## src/rtl/timing_sequencer.sv

```systemverilog
// Purpose: steps the 3-bit timing code (T0..T(MAX_CODE-1)) for the control-unit timing decoder and checks the decoder's one-hot feedback.
// Latency: one clock from a start/stall/sc_clr/halt_req edge to the updated timing_code; all outputs are registered.
// Backpressure: none; stall holds the current code in RUN, and requests are acted on every cycle without handshake.
module timing_sequencer #(
  parameter int MAX_CODE = 7,
  parameter int CNT_W    = 8,
  parameter int FB_CHECK = 1
) (
  input  logic             clk,
  input  logic             rst_n,
  input  logic             start,
  input  logic             stall,
  input  logic             sc_clr,
  input  logic             halt_req,
  input  logic [7:0]       timing_fb,
  output logic [2:0]       timing_code,
  output logic             running,
  output logic             halted,
  output logic             overflow,
  output logic             fb_err,
  output logic [CNT_W-1:0] instr_count
);

  typedef enum logic [1:0] {
    S_IDLE = 2'd0,
    S_RUN  = 2'd1,
    S_HALT = 2'd2
  } state_t;

  // Highest legal code; stepping beyond it ends the sequence in HALT.
  localparam logic [2:0] MAX_C = 3'(MAX_CODE);

  state_t           state;
  state_t           state_nxt;
  logic [2:0]       code_nxt;
  logic             ovf_nxt;
  logic             fb_err_nxt;
  logic [CNT_W-1:0] cnt_nxt;
  logic [7:0]       fb_expected;
  logic             fb_mismatch;

  // Decoder model: code 0 selects nothing, code k selects one-hot bit k-1.
  always_comb begin
    fb_expected = 8'h00;
    if (timing_code != 3'd0) begin
      fb_expected = 8'h01 << (timing_code - 3'd1);
    end
    fb_mismatch = (FB_CHECK != 0) && (timing_fb != fb_expected);
  end

  // Next-state and next-output logic; in RUN the priority is halt > clear > stall > step.
  always_comb begin
    state_nxt  = state;
    code_nxt   = timing_code;
    ovf_nxt    = overflow;
    fb_err_nxt = fb_err | fb_mismatch;
    cnt_nxt    = instr_count;
    unique case (state)
      S_IDLE: begin
        code_nxt = 3'd0;
        if (start) begin
          state_nxt = S_RUN;
          code_nxt  = 3'd1;
        end
      end
      S_RUN: begin
        if (halt_req) begin
          state_nxt = S_HALT;
          code_nxt  = 3'd0;
        end else if (sc_clr) begin
          code_nxt = 3'd1;
          cnt_nxt  = instr_count + CNT_W'(1);
        end else if (stall) begin
          code_nxt = timing_code;
        end else if (timing_code < MAX_C) begin
          code_nxt = timing_code + 3'd1;
        end else begin
          ovf_nxt   = 1'b1;
          state_nxt = S_HALT;
          code_nxt  = 3'd0;
        end
      end
      S_HALT: begin
        code_nxt = 3'd0;
        // Restart clears the sticky error flags; a mismatch seen this cycle is discarded too.
        if (start) begin
          state_nxt  = S_RUN;
          code_nxt   = 3'd1;
          ovf_nxt    = 1'b0;
          fb_err_nxt = 1'b0;
        end
      end
      default: begin
        state_nxt = S_IDLE;
        code_nxt  = 3'd0;
      end
    endcase
  end

  // State and registered outputs; running/halted are decoded from the next state so they track state exactly.
  always_ff @(posedge clk or negedge rst_n) begin
    if (!rst_n) begin
      state       <= S_IDLE;
      timing_code <= 3'd0;
      running     <= 1'b0;
      halted      <= 1'b0;
      overflow    <= 1'b0;
      fb_err      <= 1'b0;
      instr_count <= '0;
    end else begin
      state       <= state_nxt;
      timing_code <= code_nxt;
      running     <= (state_nxt == S_RUN);
      halted      <= (state_nxt == S_HALT);
      overflow    <= ovf_nxt;
      fb_err      <= fb_err_nxt;
      instr_count <= cnt_nxt;
    end
  end

endmodule

```

## config.mk

```make
export PLATFORM = sky130hd
export DESIGN_NAME = timing_sequencer
export DESIGN_NICKNAME = d
export VERILOG_FILES = /design/src/rtl/timing_sequencer.sv
export SDC_FILE = /design/constraint.sdc
export NUM_CORES = 1
export LEC_CHECK = 0
export CORE_UTILIZATION = 51
export DETAILED_ROUTE_END_ITERATION = 6
export PLACE_DENSITY = 0.88
export SYNTH_ARGS = -nofsm -noshare
export SYNTH_HDL_FRONTEND = slang
export SYNTH_SLANG_ARGS = --single-unit
```

## constraint.sdc

```tcl
create_clock -name clk -period 5.2 [get_ports clk]
set_input_delay 1.04 -clock clk [delete_from_list [all_inputs] [get_ports clk]]
set_output_delay 1.04 -clock clk [all_outputs]
set_load 0.02 [all_outputs]
```

### Yosys cells after proc, flatten, opt, wreduce, memory -nomap -nowiden

Cells that the tools add are included.

* flip-flop bits (word level): 17
* output and inout bits: 15
* logic and storage cells: 52

* add/sub/neg operators: 3
* order comparisons: 1
* eq/ne operators: 11
* shift operators: 1
* muxes and demuxes: 21
* bitwise logic cells: 2
* reduce and logical (&&, ||, !) cells: 6

Operators by type and width (count)
* 3-bit 2-to-1 mux: 4
* 2-bit 2-to-1 mux: 5
* 2-bit != test, second input constant: 5
* 8-bit by 1-bit adder with 8-bit output, second input constant: 1
* 1-bit 2-to-1 mux: 8
* 8-bit 2-to-1 mux: 1
* 8-bit != test: 1
* 1-bit by 3-bit left shift with 8-bit output, first input constant: 1
* 3-bit one-hot mux with 2 select lines: 1
* 6-bit AND reduction: 1
* 2-bit by 1-bit == test with 1-bit output, second input constant: 2
* 2-bit == test, second input constant: 2
* 4-bit != test, second input constant: 1
* 2-bit one-hot mux with 2 select lines: 1
* 3-bit by 1-bit adder with 3-bit output, second input constant: 1
* 3-bit less-than comparator, second input constant: 1
* 3-bit AND reduction: 1
* 3-bit nonzero test: 1
* 3-bit by 1-bit subtractor with 3-bit output, second input constant: 1
* 2-bit zero test: 1
* 1-bit one-hot mux with 2 select lines: 1
* 2-bit nonzero test: 1
* 2-bit OR reduction: 1
* 1-bit inverter: 1
* 1-bit bitwise OR: 1

### Longest topological paths before layout

Gate-level depths: netlist of the first run.

* depth in word-level cells: 7
* depth in mapped cells: 8
* mapped depth without buffers: 7

### Least setup slack after synthesis of the first run

Ideal clock, no wire load.

* path kind: input to register
* from: input halt_req
* to: register instr_count[7]
* arrival time: 1908 ps
* required time: 5072 ps
* slack: 3163 ps
* stages: 6
* buffers on the path: 1
* cell sequence: nor3b_2 and2_1 buf_4 and3_4 nand4_2 xnor2_1

* cells in the longest elaborated chain, start to end: 2

Ends and longest elaborated chain
* start, declared: line 14 `input logic halt_req,`
* 1-bit inverter (no line)
* 3-bit AND reduction (no line)
* end signal, assigned: line 117 `instr_count <= cnt_nxt;`
* end, declared: line 21 `output logic [CNT_W-1:0] instr_count`

No other way between the ends.
A chain may end at the register's enable or synchronous reset.

### Worst setup path in the final report of the first run

* from: register timing_code[2]
* to: output timing_code[2]

RTL lines
* start, declared: line 16 `output logic [2:0] timing_code,`
* start signal, assigned: line 112 `timing_code <= code_nxt;`

No word-level cell between the ends.

==> impl_table.tex, run 1 <==
\begin{tabular}{lr}
\hline
Metric & Value \\
\hline
\multicolumn{2}{l}{\textbf{Cells and area}} \\
Layout-stage area growth over the synthesis result & 29.3\% \\
FF+latch area & around 430 um\^{}2 \\
Net count of the finished layout & between 150 and 200 \\
Most used cells in the layout excluding fill and tap cells & clkdlybuf4s50\_1 (28), dfrtp\_1 (17), nand2b\_1 (8) \\
Filler cell count & 149 \\
Leading cell type in the layout, fill and taps excluded & clkdlybuf4s50\_1 \\
Number of antenna diodes & 0 \\
Multi-input logic area & 648 um\^{}2 \\
Fraction of final layout cells with drive strength greater than 1 & 0.0647 \\
\multicolumn{2}{l}{\textbf{CTS}} \\
CTS root buffer & clkbuf\_4 \\
Total number of H-tree levels & 1 \\
Total clock buffers created by CTS & 3 \\
Worst-skew pair later-pin latency & 0.29 ns \\
Number of buffers inserted to repair setup after CTS & 0 \\
CTS hold repair buffers & 0 \\
TritonCTS Sinks & 17 \\
Clock-pin slew of the registers on the worst-case setup and hold paths & 0.09 ns \\
Number of gates resized after CTS & 0 \\
Number of buffers on the longest clock path & 2 \\
TritonCTS clock tree & yes \\
\multicolumn{2}{l}{\textbf{STA}} \\
Final worst hold slack & 0.485 ns \\
Final worst clock skew & 0.00524 ns \\
Max-slew headroom at the worst pin & 0.507 \\
Setup repair after global routing missed its margin & no \\
Share of the clock period used by the worst path after layout & 0.518 \\
TNS Setup & 0 ns \\
Minimum clock period after layout & 2.69 ns \\
Count of endpoints failing setup in the final report & 0 \\
Max Fclk & 0.372 GHz \\
Actual transition at the worst max-transition pin & 0.738 ns \\
Final-report hold violation count & 0 \\
Slew Limit Fails & 0 \\
\multicolumn{2}{l}{\textbf{Synthesis}} \\
Mean cell area of the mapped netlist & 10.0 um\^{}2 \\
Net count after synthesis & around 130 \\
Proportion of register bits with asynchronous set or reset after synthesis & 1.00 \\
Syn Std Cell Area & about 1100 um\^{}2 \\
EDFF count, synth & 0 \\
Share of the synthesized area in the top cell type & 0.386 \\
Most common flop cell mapped by yosys & dfrtp\_1 \\
Cell types with the largest area share after synthesis & dfrtp\_1 (39\%), ha\_1 (7.9\%), xnor2\_1 (4.8\%) \\
Proportion of synthesized chip area in sequential cells & 0.386 \\
Count of different cell masters after synthesis & 41 \\
Area leader, netlist & dfrtp\_1 \\
Register bit total from synthesis & 17 \\
Count of synthesis-stage warnings from yosys & 0 \\
Cells after synthesis & 110 \\
\multicolumn{2}{l}{\textbf{Die}} \\
Die Wd & 48.5 um \\
Total Die Area & 2350 um\^{}2 \\
Number of rows in the core area & 16 \\
Vert. Die Dim & 48.5 um \\
Standard cell core area & 2000 um\^{}2 \\
\# IOs & 29 \\
Initial core utilization & 0.551 \\
\multicolumn{2}{l}{\textbf{Detailed routing}} \\
Number of nets with antenna violations after routing & 0 \\
Overall routed net length & 2320 um \\
First drt pass iteration count & 4 \\
Detailed router's first-iteration violation count & 23 \\
Vias per cell & 5.64 \\
Total via count after detailed routing & between 900 and 1000 \\
DRC violations left & 0 \\
Avg WL per Cell & roughly 14 um \\
\multicolumn{2}{l}{\textbf{Worst setup path}} \\
CP max stage delay & 0.70 ns \\
Arrival time at the worst endpoint & 1.65 ns \\
WP data required & 4.16 ns \\
Number of logic stages on the critical path including buffering & 1 \\
Source of the critical timing path & timing\_code[2] \\
Termination of the worst setup path & timing\_code[2] \\
Start of the worst register-to-register path & timing\_code[0] \\
Reg2reg path depth & 7 \\
Cell breakdown of the critical path & clkdlybuf4s50\_1 \\
Number of buffer and inverter stages on the critical path & 1 \\
Crit. End Element & output pin \\
Slowest cell on the critical path & clkdlybuf4s50\_1 \\
Type of origin of the critical path & register \\
Worst R2R End & fb\_err \\
Worst Setup Path Type & register to output pin \\
R2R Setup Slk & between 2 and 3 ns \\
Maximum fanout along the worst path & 16 \\
Largest delay contributor family on the critical path & buffers and inverters \\
\multicolumn{2}{l}{\textbf{Global routing}} \\
Fraction of met3 tracks used by global routing & 0.0440 \\
Initial antenna violation count & 0 \\
Pin count of the biggest net entering global routing & 18 \\
Global-route total usage across every layer & 0.220 \\
Vias in the first global route & between 900 and 1000 \\
GR met1 Demand/Resource & 0.303 \\
Busiest metal layer after global routing & met2 \\
Global-route wire length before repair & 4060 um \\
Met2 usage in global routing & 0.362 \\
GRT overflow & 0 \\
\multicolumn{2}{l}{\textbf{Min path}} \\
Class of the tightest hold or removal check & register to register \\
Worst hold path stage count & 1 \\
\multicolumn{2}{l}{\textbf{Status}} \\
Status & completed \\
\multicolumn{2}{l}{\textbf{Place}} \\
Sum of net half-perimeters after detailed placement & 1740 um \\
Number of port buffers & 28 \\
Routability Congestion & 0.823 \\
\multicolumn{2}{l}{\textbf{Run}} \\
Max-capacitance violation count & 0 \\
\multicolumn{2}{l}{\textbf{Pwr}} \\
Leakage power total & 0.586 nW \\
Power per unit of standard cell area & 297 nW/um\^{}2 \\
Max VDD drop & between 0.3 and 0.4 mV \\
\hline
\end{tabular}
worst register-to-register path: stages (launching register included):
cell      delay (ns)
dfrtp_1         0.51
inv_1           0.15
ha_1            0.41
nor4b_1         0.30
a31oi_1         0.09
a221oi_1        0.32
o311a_1         0.24
a22oi_1         0.07
cell type report:
type,count,area share
sequential,17,0.299
multi-input combinational,87,0.455
inverter,3,0.00790
clock buffer,4,0.0184
timing repair buffer,28,0.197
tap,27,0.0237
stage by stage:
step	area, um^2	util	instances	power (mW)	setup WS [ns]
final	1430	0.712	166	0.424	2.51
after global routing	1430	0.712	166	0.451	2.45
after CTS	1430	0.712	166	0.425	2.51
after detailed placement	1400	0.699	162	0.354	2.56
after global placement	1400	0.699	162	0.346	2.64
after floorplan	1100	-	110	0.279	3.16
how the worst min path moves through the flow:
stage                         startpoint              to
after floorplan                 state[0]          halted
after global placement    instr_count[7]  instr_count[7]
after detailed placement  instr_count[7]  instr_count[7]
after CTS                 instr_count[7]  instr_count[7]
after global routing      instr_count[7]  instr_count[7]
final                     instr_count[7]  instr_count[7]
synth_stat cells, types with 2 or more instances:
| library cell | n |
|---|---|
| buf_2 | 2 |
| xnor2_1 | 6 |
| ha_1 | 7 |
| a211oi_1 | 2 |
| xor2_1 | 3 |
| o21ai_0 | 7 |
| nand2b_1 | 8 |
| nand4_1 | 2 |
| nand3_1 | 3 |
| a21oi_1 | 7 |
| nor3_1 | 2 |
| nand4b_1 | 2 |
| inv_1 | 3 |
| mux2i_1 | 3 |
| nand2_1 | 4 |
| dfrtp_1 | 17 |
| nand3b_1 | 3 |
| nor2_1 | 3 |
| a31oi_1 | 4 |
state kept, by name, indices dropped and copies added, names as in the netlist:
signal,cells
state,2
fb_err,1
instr_count,8
timing_code,3
overflow,1
halted,1
running,1
metal layers:
| layer | vias up | share of wire |
|---|---|---|
| met5 | - | 0 |
| li1 | 461 | - |
| met1 | 449 | 0.48 |
| met3 | 4 | 0.037 |
| met4 | 0 | 0.012 |
| met2 | 22 | 0.47 |
where the power goes:
| group | switching [mW] | internal [mW] | leakage (nW) | total [mW] |
|---|---|---|---|---|
| sequential | 0.0273 | 0.155 | 0.219 | 0.182 |
| combinational | 0.0881 | 0.0833 | 0.352 | 0.171 |
| clock | 0.0399 | 0.0298 | 0.0150 | 0.0697 |
cells by family (layout without fill, tap and decap cells):
| family | count (synthesis) | in the layout | synth area share |
|---|---|---|---|
| and+or+nand+nor | 39 | 39 | 0.237 |
| xor gates and xnor gates | 9 | 9 | 0.0715 |
| adders and majority gates | 7 | 7 | 0.0795 |
| muxes | 5 | 5 | 0.0477 |
| buffers and inverters | 6 | 35 | 0.0261 |
| AOI/OAI and AO/OA | 27 | 27 | 0.152 |
| DFF | 17 | 17 | 0.386 |
No activity file was read; power rests on OpenSTA's default activity.
==> run 2: changes to the inputs <==
- CORE_UTILIZATION: 51 -> 48
- PLACE_DENSITY: 0.88 -> 0.84
- clock period: 5.2 -> 2.74 ns (I/O delays scaled with it)
==> run 2 against run 1 <==
Worst setup slack got worse by 2.0 ns. Cell count did not move. Core utilization fell by 2.0 points. Combinational power rose by 89%. Sequential cell count did not move. Worst hold slack improved by 0.012 ns. First-iteration DRC count rose by 22%. Power rose by 89%. Global-route usage barely moved. Non-clock buffer count did not move. Design area barely moved. Clock power rose by 94%.
==> impl_table.tex, run 2 (synthesis results as in run 1) <==
\begin{tabular}{lr}
\hline
Metric & Value \\
\hline
\multicolumn{2}{l}{\textbf{Detailed routing}} \\
Overall routed net length & 2450 um (+5.6\%) \\
Detailed router's first-iteration violation count & 28 (+22\%) \\
First drt pass iteration count & 4 (unchanged) \\
Number of nets with antenna violations after routing & 0 (unchanged) \\
Avg WL per Cell & 14.7 um (+5.6\%) \\
DRC violations left & 0 (unchanged) \\
Vias per cell & 5.75 (+1.9\%) \\
Total via count after detailed routing & 954 (+1.9\%) \\
\multicolumn{2}{l}{\textbf{Global routing}} \\
Global-route wire length before repair & 4170 um (+2.7\%) \\
Initial antenna violation count & 0 (unchanged) \\
Pin count of the biggest net entering global routing & 18 (unchanged) \\
GRT overflow & 0 (unchanged) \\
Vias in the first global route & 927 (+2.7\%) \\
Global-route total usage across every layer & 0.220 (about the same) \\
\multicolumn{2}{l}{\textbf{Die}} \\
Number of rows in the core area & 16 (unchanged) \\
Vert. Die Dim & 49.9 um (+2.9\%) \\
Die Wd & 49.9 um (+2.9\%) \\
Standard cell core area & 2060 um\^{}2 (+3.0\%) \\
Initial core utilization & 0.535 (-0.0160) \\
\# IOs & 29 (unchanged) \\
Total Die Area & 2490 um\^{}2 (+6.0\%) \\
\multicolumn{2}{l}{\textbf{Place}} \\
Setup slack after placement & 0.575 ns (-1.98 ns) \\
Placement Cell Area & 1400 um\^{}2 (unchanged) \\
Cells after DPL & 162 (unchanged) \\
Number of port buffers & 28 (unchanged) \\
Sum of net half-perimeters after detailed placement & 1780 um (+2.7\%) \\
Routability Congestion & 0.818 (-0.56\%) \\
\multicolumn{2}{l}{\textbf{Worst setup path}} \\
Type of origin of the critical path & register \\
Worst Setup Path Type & register to output pin \\
CP max stage delay & 0.70 ns (about the same) \\
Arrival time at the worst endpoint & 1.66 ns (about the same) \\
Number of buffer and inverter stages on the critical path & 1 (unchanged) \\
R2R Setup Slk & 0.54 ns (-2.45 ns) \\
WP data required & 2.19 ns (-1.97 ns) \\
Cell breakdown of the critical path & clkdlybuf4s50\_1 \\
Largest delay contributor family on the critical path & buffers and inverters \\
Crit. End Element & output pin \\
Slowest cell on the critical path & clkdlybuf4s50\_1 \\
Maximum fanout along the worst path & 16 (unchanged) \\
\multicolumn{2}{l}{\textbf{Pwr}} \\
Leakage power total & 0.589 nW (+0.47\%) \\
Max VDD drop & 0.467 mV (+37\%) \\
Total design power & 0.800 mW (+89\%) \\
Power per unit of standard cell area & 561 nW/um\^{}2 (+89\%) \\
\multicolumn{2}{l}{\textbf{Cells and area}} \\
Flip-flop count of the largest register after layout & 8 (unchanged) \\
Leading cell type in the layout, fill and taps excluded & clkdlybuf4s50\_1 \\
Largest registers & instr\_count (8), timing\_code (3), state (2) \\
Net count of the finished layout & 161 (unchanged) \\
Layout-stage area growth over the synthesis result & 29.4\% (about the same) \\
Number of antenna diodes & 0 (unchanged) \\
Filler cell count & 165 (+11\%) \\
Top register by number of flip-flops & instr\_count \\
Multi-input logic area & 648 um\^{}2 (unchanged) \\
Post-route cell area & 1430 um\^{}2 (about the same) \\
Most used cells in the layout excluding fill and tap cells & clkdlybuf4s50\_1 (28), dfrtp\_1 (17), nand2b\_1 (8) \\
FF+latch area & 425 um\^{}2 (unchanged) \\
Non-filler cells, final & 166 (unchanged) \\
Fraction of final layout cells with drive strength greater than 1 & 0.0719 (+0.00719) \\
Final core utilization & 0.692 (-0.0201) \\
\multicolumn{2}{l}{\textbf{STA}} \\
Final worst clock skew & 0.00568 ns (+0.000447 ns) \\
Fin worst setup slack & 0.534 ns (-1.97 ns) \\
Share of the clock period used by the worst path after layout & 0.805 \\
Setup repair after global routing missed its margin & no \\
Count of endpoints failing setup in the final report & 0 (unchanged) \\
Slew Limit Fails & 0 (unchanged) \\
Final-report hold violation count & 0 (unchanged) \\
Actual transition at the worst max-transition pin & 0.760 ns (+0.0220 ns) \\
TNS Setup & 0 ns (unchanged) \\
Max-slew headroom at the worst pin & 0.492 (-0.0147) \\
Final worst hold slack & 0.497 ns (+0.0121 ns) \\
Minimum clock period after layout & 2.21 ns \\
Max Fclk & approximately 0.45 GHz \\
\multicolumn{2}{l}{\textbf{Min path}} \\
Class of the tightest hold or removal check & register to register \\
\multicolumn{2}{l}{\textbf{CTS}} \\
Total number of H-tree levels & 1 (unchanged) \\
Clock-pin slew of the registers on the worst-case setup and hold paths & 0.10 ns (about the same) \\
Number of buffers inserted to repair setup after CTS & 0 (unchanged) \\
CTS root buffer & clkbuf\_4 \\
Worst-skew pair later-pin latency & 0.29 ns (about the same) \\
Number of gates resized after CTS & 0 (unchanged) \\
TritonCTS Sinks & 17 (unchanged) \\
CTS hold repair buffers & 0 (unchanged) \\
Number of buffers on the longest clock path & 2 (unchanged) \\
TritonCTS clock tree & yes \\
Total clock buffers created by CTS & 3 (unchanged) \\
\multicolumn{2}{l}{\textbf{Status}} \\
Status & completed \\
\multicolumn{2}{l}{\textbf{Run}} \\
Max-capacitance violation count & 0 (unchanged) \\
\hline
\end{tabular}
run 2: cell types whose count changed in the layout (fill, tap and decap cells not counted):
cell,before,now
clkbuf_1,1,0
clkinv_2,0,1
run 2: power breakdown:
part	leakage, nW	internal (mW)	total (mW)	switching, mW
Clock	0.0177	0.0544	0.135	0.0803
Sequential	0.219	0.294	0.342	0.0476
Combinational	0.352	0.157	0.323	0.166
Total	0.589	0.506	0.800	0.294
run 2: path summary, 6_finish.rpt:
kind,from,to,depth (start not counted)
worst min-delay path,instr_count[4],instr_count[4],1
max in group asynchronous,rst_n,fb_err,1
worst max-delay path,timing_code[2],timing_code[2],1
worst min register to register,instr_count[4],instr_count[4],1
min in group asynchronous,rst_n,instr_count[2],1
worst max register to register,timing_code[0],fb_err,7
run 2: final cells by class:
type,instances,area share
timing repair buffer,28,0.196
tap,27,0.0237
clock buffer,3,0.0158
clock inverter,1,0.00351
sequential,17,0.298
multi-input combinational,87,0.454
inverter,3,0.00789
run 2: metal layers:
metal	global-route usage	share of wire	vias to the layer above
li1	-	-	464
met3	0.0247	0.053	4
met1	0.302	0.46	452
met4	0.0905	0.014	0
met5	0	0	-
met2	0.349	0.47	34
run 2: worst register-to-register path, delay by kind of cell, from the launching register on:
kind	cells	cell delay, ns
buf+inv	1	0.14
simple gates	1	0.35
compound gates	4	0.70
fa+ha+maj	1	0.41
flops	1	0.49
==> run 3: changes to the inputs <==
- CORE_UTILIZATION: 48 -> 43
- PLACE_DENSITY: 0.84 -> 0.8
- clock period: 2.74 -> 1.8 ns (I/O delays scaled with it)
==> run 3 against run 2 <==
Global-route usage is 0.97 points lower. Power increased by 60%. Core utilization shrank 2.7 points. Sequential power grew 51%.
==> impl_table.tex, run 3 (synthesis results as in run 1) <==
\begin{tabular}{lr}
\hline
Metric & Value \\
\hline
\multicolumn{2}{l}{\textbf{Detailed routing}} \\
Vias per cell & 5.64 (-1.9\%) \\
Number of nets with antenna violations after routing & 0 (unchanged) \\
Overall routed net length & 2570 um (+5.2\%) \\
Avg WL per Cell & 14.7 um (-0.22\%) \\
First drt pass iteration count & 4 (unchanged) \\
Detailed router's first-iteration violation count & 19 (-32\%) \\
Total via count after detailed routing & 987 (+3.5\%) \\
DRC violations left & 0 (unchanged) \\
\multicolumn{2}{l}{\textbf{CTS}} \\
Number of buffers inserted to repair setup after CTS & 0 (unchanged) \\
CTS hold repair buffers & 0 (unchanged) \\
Total clock buffers created by CTS & 3 (unchanged) \\
TritonCTS Sinks & 17 (unchanged) \\
Clock-pin slew of the registers on the worst-case setup and hold paths & 0.09 ns (about the same) \\
CTS root buffer & clkbuf\_4 \\
Worst-skew pair later-pin latency & 0.29 ns (about the same) \\
TritonCTS clock tree & yes \\
Number of buffers on the longest clock path & 2 (unchanged) \\
Total number of H-tree levels & 1 (unchanged) \\
\multicolumn{2}{l}{\textbf{Worst setup path}} \\
Number of buffer and inverter stages on the critical path & 1 (unchanged) \\
Maximum fanout along the worst path & 4 (-12) \\
Crit. End Element & output pin \\
Cell breakdown of the critical path & clkdlybuf4s50\_1 \\
Arrival time at the worst endpoint & 1.37 ns (-0.29 ns) \\
Slowest cell on the critical path & clkdlybuf4s50\_1 \\
CP max stage delay & 0.64 ns (-0.06 ns) \\
Type of origin of the critical path & register \\
WP data required & 1.44 ns (-0.75 ns) \\
Largest delay contributor family on the critical path & buffers and inverters \\
Worst Setup Path Type & register to output pin \\
\multicolumn{2}{l}{\textbf{Cells and area}} \\
Filler cell count & 188 (+14\%) \\
Multi-input logic area & 694 um\^{}2 (+7.1\%) \\
Flip-flop count of the largest register after layout & 8 (unchanged) \\
Post-route cell area & 1540 um\^{}2 (+8.0\%) \\
Most used cells in the layout excluding fill and tap cells & clkdlybuf4s50\_1 (25), dfrtp\_1 (14), nand2b\_1 (8), buf\_4 (8) \\
FF+latch area & 429 um\^{}2 (+0.88\%) \\
Leading cell type in the layout, fill and taps excluded & clkdlybuf4s50\_1 \\
Net count of the finished layout & 169 (+5.0\%) \\
Final core utilization & 0.664 (-0.0274) \\
Fraction of final layout cells with drive strength greater than 1 & 0.184 (+0.112) \\
Layout-stage area growth over the synthesis result & 39.7\% \\
Largest registers & instr\_count (8), timing\_code (3), state (2) \\
Top register by number of flip-flops & instr\_count \\
Number of antenna diodes & 0 (unchanged) \\
\multicolumn{2}{l}{\textbf{STA}} \\
Actual transition at the worst max-transition pin & 0.350 ns (-0.410 ns) \\
Max-slew headroom at the worst pin & 0.761 (+0.269) \\
Setup repair after global routing missed its margin & no \\
Final worst clock skew & 0.00308 ns (-0.00260 ns) \\
Final worst hold slack & 0.376 ns (-0.121 ns) \\
Final-report hold violation count & 0 (unchanged) \\
TNS Setup & 0 ns (unchanged) \\
Minimum clock period after layout & 1.73 ns \\
Share of the clock period used by the worst path after layout & 0.960 \\
Slew Limit Fails & 0 (unchanged) \\
Count of endpoints failing setup in the final report & 0 (unchanged) \\
Max Fclk & 0.578 GHz \\
\multicolumn{2}{l}{\textbf{Global routing}} \\
Global-route total usage across every layer & 0.210 (-0.00972) \\
Global-route wire length before repair & 4150 um (-0.67\%) \\
Vias in the first global route & 953 (+2.8\%) \\
GRT overflow & 0 (unchanged) \\
Initial antenna violation count & 0 (unchanged) \\
Pin count of the biggest net entering global routing & 18 (unchanged) \\
\multicolumn{2}{l}{\textbf{Pwr}} \\
Share of total power consumed by net switching & 0.360 (-0.00767) \\
Leakage power total & 0.659 nW (+12\%) \\
Max VDD drop & 0.819 mV (+75\%) \\
Share of total power in sequential cells & 0.403 (-0.025) \\
Internal Pwr Total & 0.821 mW (+62\%) \\
Switching power & 0.462 mW (+57\%) \\
Clk pwr share & 0.155 (-0.013) \\
Combinational share of power & 0.442 (+0.038) \\
Power per unit of standard cell area & 833 nW/um\^{}2 (+49\%) \\
\multicolumn{2}{l}{\textbf{Place}} \\
Sum of net half-perimeters after detailed placement & 1940 um (+8.9\%) \\
Routability Congestion & 0.816 (-0.23\%) \\
Number of port buffers & 28 (unchanged) \\
Placement Cell Area & 1470 um\^{}2 (+4.7\%) \\
\multicolumn{2}{l}{\textbf{Die}} \\
Standard cell core area & 2320 um\^{}2 (+12\%) \\
\# IOs & 29 (unchanged) \\
Total Die Area & 2770 um\^{}2 (+11\%) \\
Die Wd & 52.6 um (+5.4\%) \\
Initial core utilization & 0.475 (-0.0591) \\
Number of rows in the core area & 17 (+1) \\
Vert. Die Dim & 52.6 um (+5.4\%) \\
\multicolumn{2}{l}{\textbf{Status}} \\
Status & completed \\
\multicolumn{2}{l}{\textbf{Run}} \\
Max-capacitance violation count & 0 (unchanged) \\
\multicolumn{2}{l}{\textbf{Min path}} \\
Class of the tightest hold or removal check & primary input to asynchronous set/reset pin \\
\hline
\end{tabular}
-- run 3: changes by cell type in the layout (fill, tap and decap cells not counted), moves of 2 or more --
cell | before | now
dlymetal6s2s_1 | 0 | 2
dfrtp_2 | 0 | 3
buf_4 | 0 | 8
inv_1 | 3 | 1
dfrtp_1 | 17 | 14
inv_2 | 0 | 2
clkdlybuf4s50_1 | 28 | 25
ha_4 | 0 | 3
ha_1 | 7 | 3
-- run 3: routing by layer --
metal  up-vias  GRT usage  wire length [um]
met5         -          0                 0
met4         0     0.0789                17
met3         2     0.0551                85
met2        23      0.367              1290
met1       483      0.242              1180
li1        479          -                 -
-- run 3: repair_timing --
item | in CTS | in global routing
setup endpoints to repair | 2 | 3
pin swaps | 0 | 1
gates resized for setup | 3 | 10
-- run 3: area by class of cell --
type                    count  area share
multi-input cells          87       0.451
repair buffers             36       0.223
clock buffers               4      0.0171
inverters                   3     0.00731
well taps                  28      0.0227
flip-flops and latches     17       0.279
-- run 3: path summary, 6_finish.rpt --
| path | from | to | slack, ns | depth (start not counted) |
|---|---|---|---|---|
| worst max-delay path | instr_count[5] | instr_count[5] | 0.07 | 1 |
| worst min-delay path | rst_n | instr_count[2] | 0.38 | 2 |
| worst min register to register | instr_count[7] | instr_count[7] | 0.47 | 1 |
| min in group clk | instr_count[7] | instr_count[7] | 0.47 | 1 |
| worst max register to register | timing_code[0] | fb_err | 0.13 | 7 |
| max in group asynchronous | rst_n | timing_code[0] | 1.22 | 2 |
-- run 3: stage by stage --
stage	instances	setup slack, ns	power [mW]
after detailed placement	171	0.00119	1.05
after global routing	175	0.0117	1.36
after CTS	175	0.00563	1.26
final	175	0.0712	1.28
after global placement	171	0.0372	1.03
after floorplan	110	0.0202	0.809
-- run 3: power groups by stage --
stage	Clock, mW	Combinational [mW]	Sequential (mW)
floorplan	0	0.219	0.590
global placement	0	0.517	0.514
detailed placement	0	0.531	0.522
CTS	0.205	0.538	0.516
global route	0.219	0.611	0.525
finish	0.199	0.567	0.517
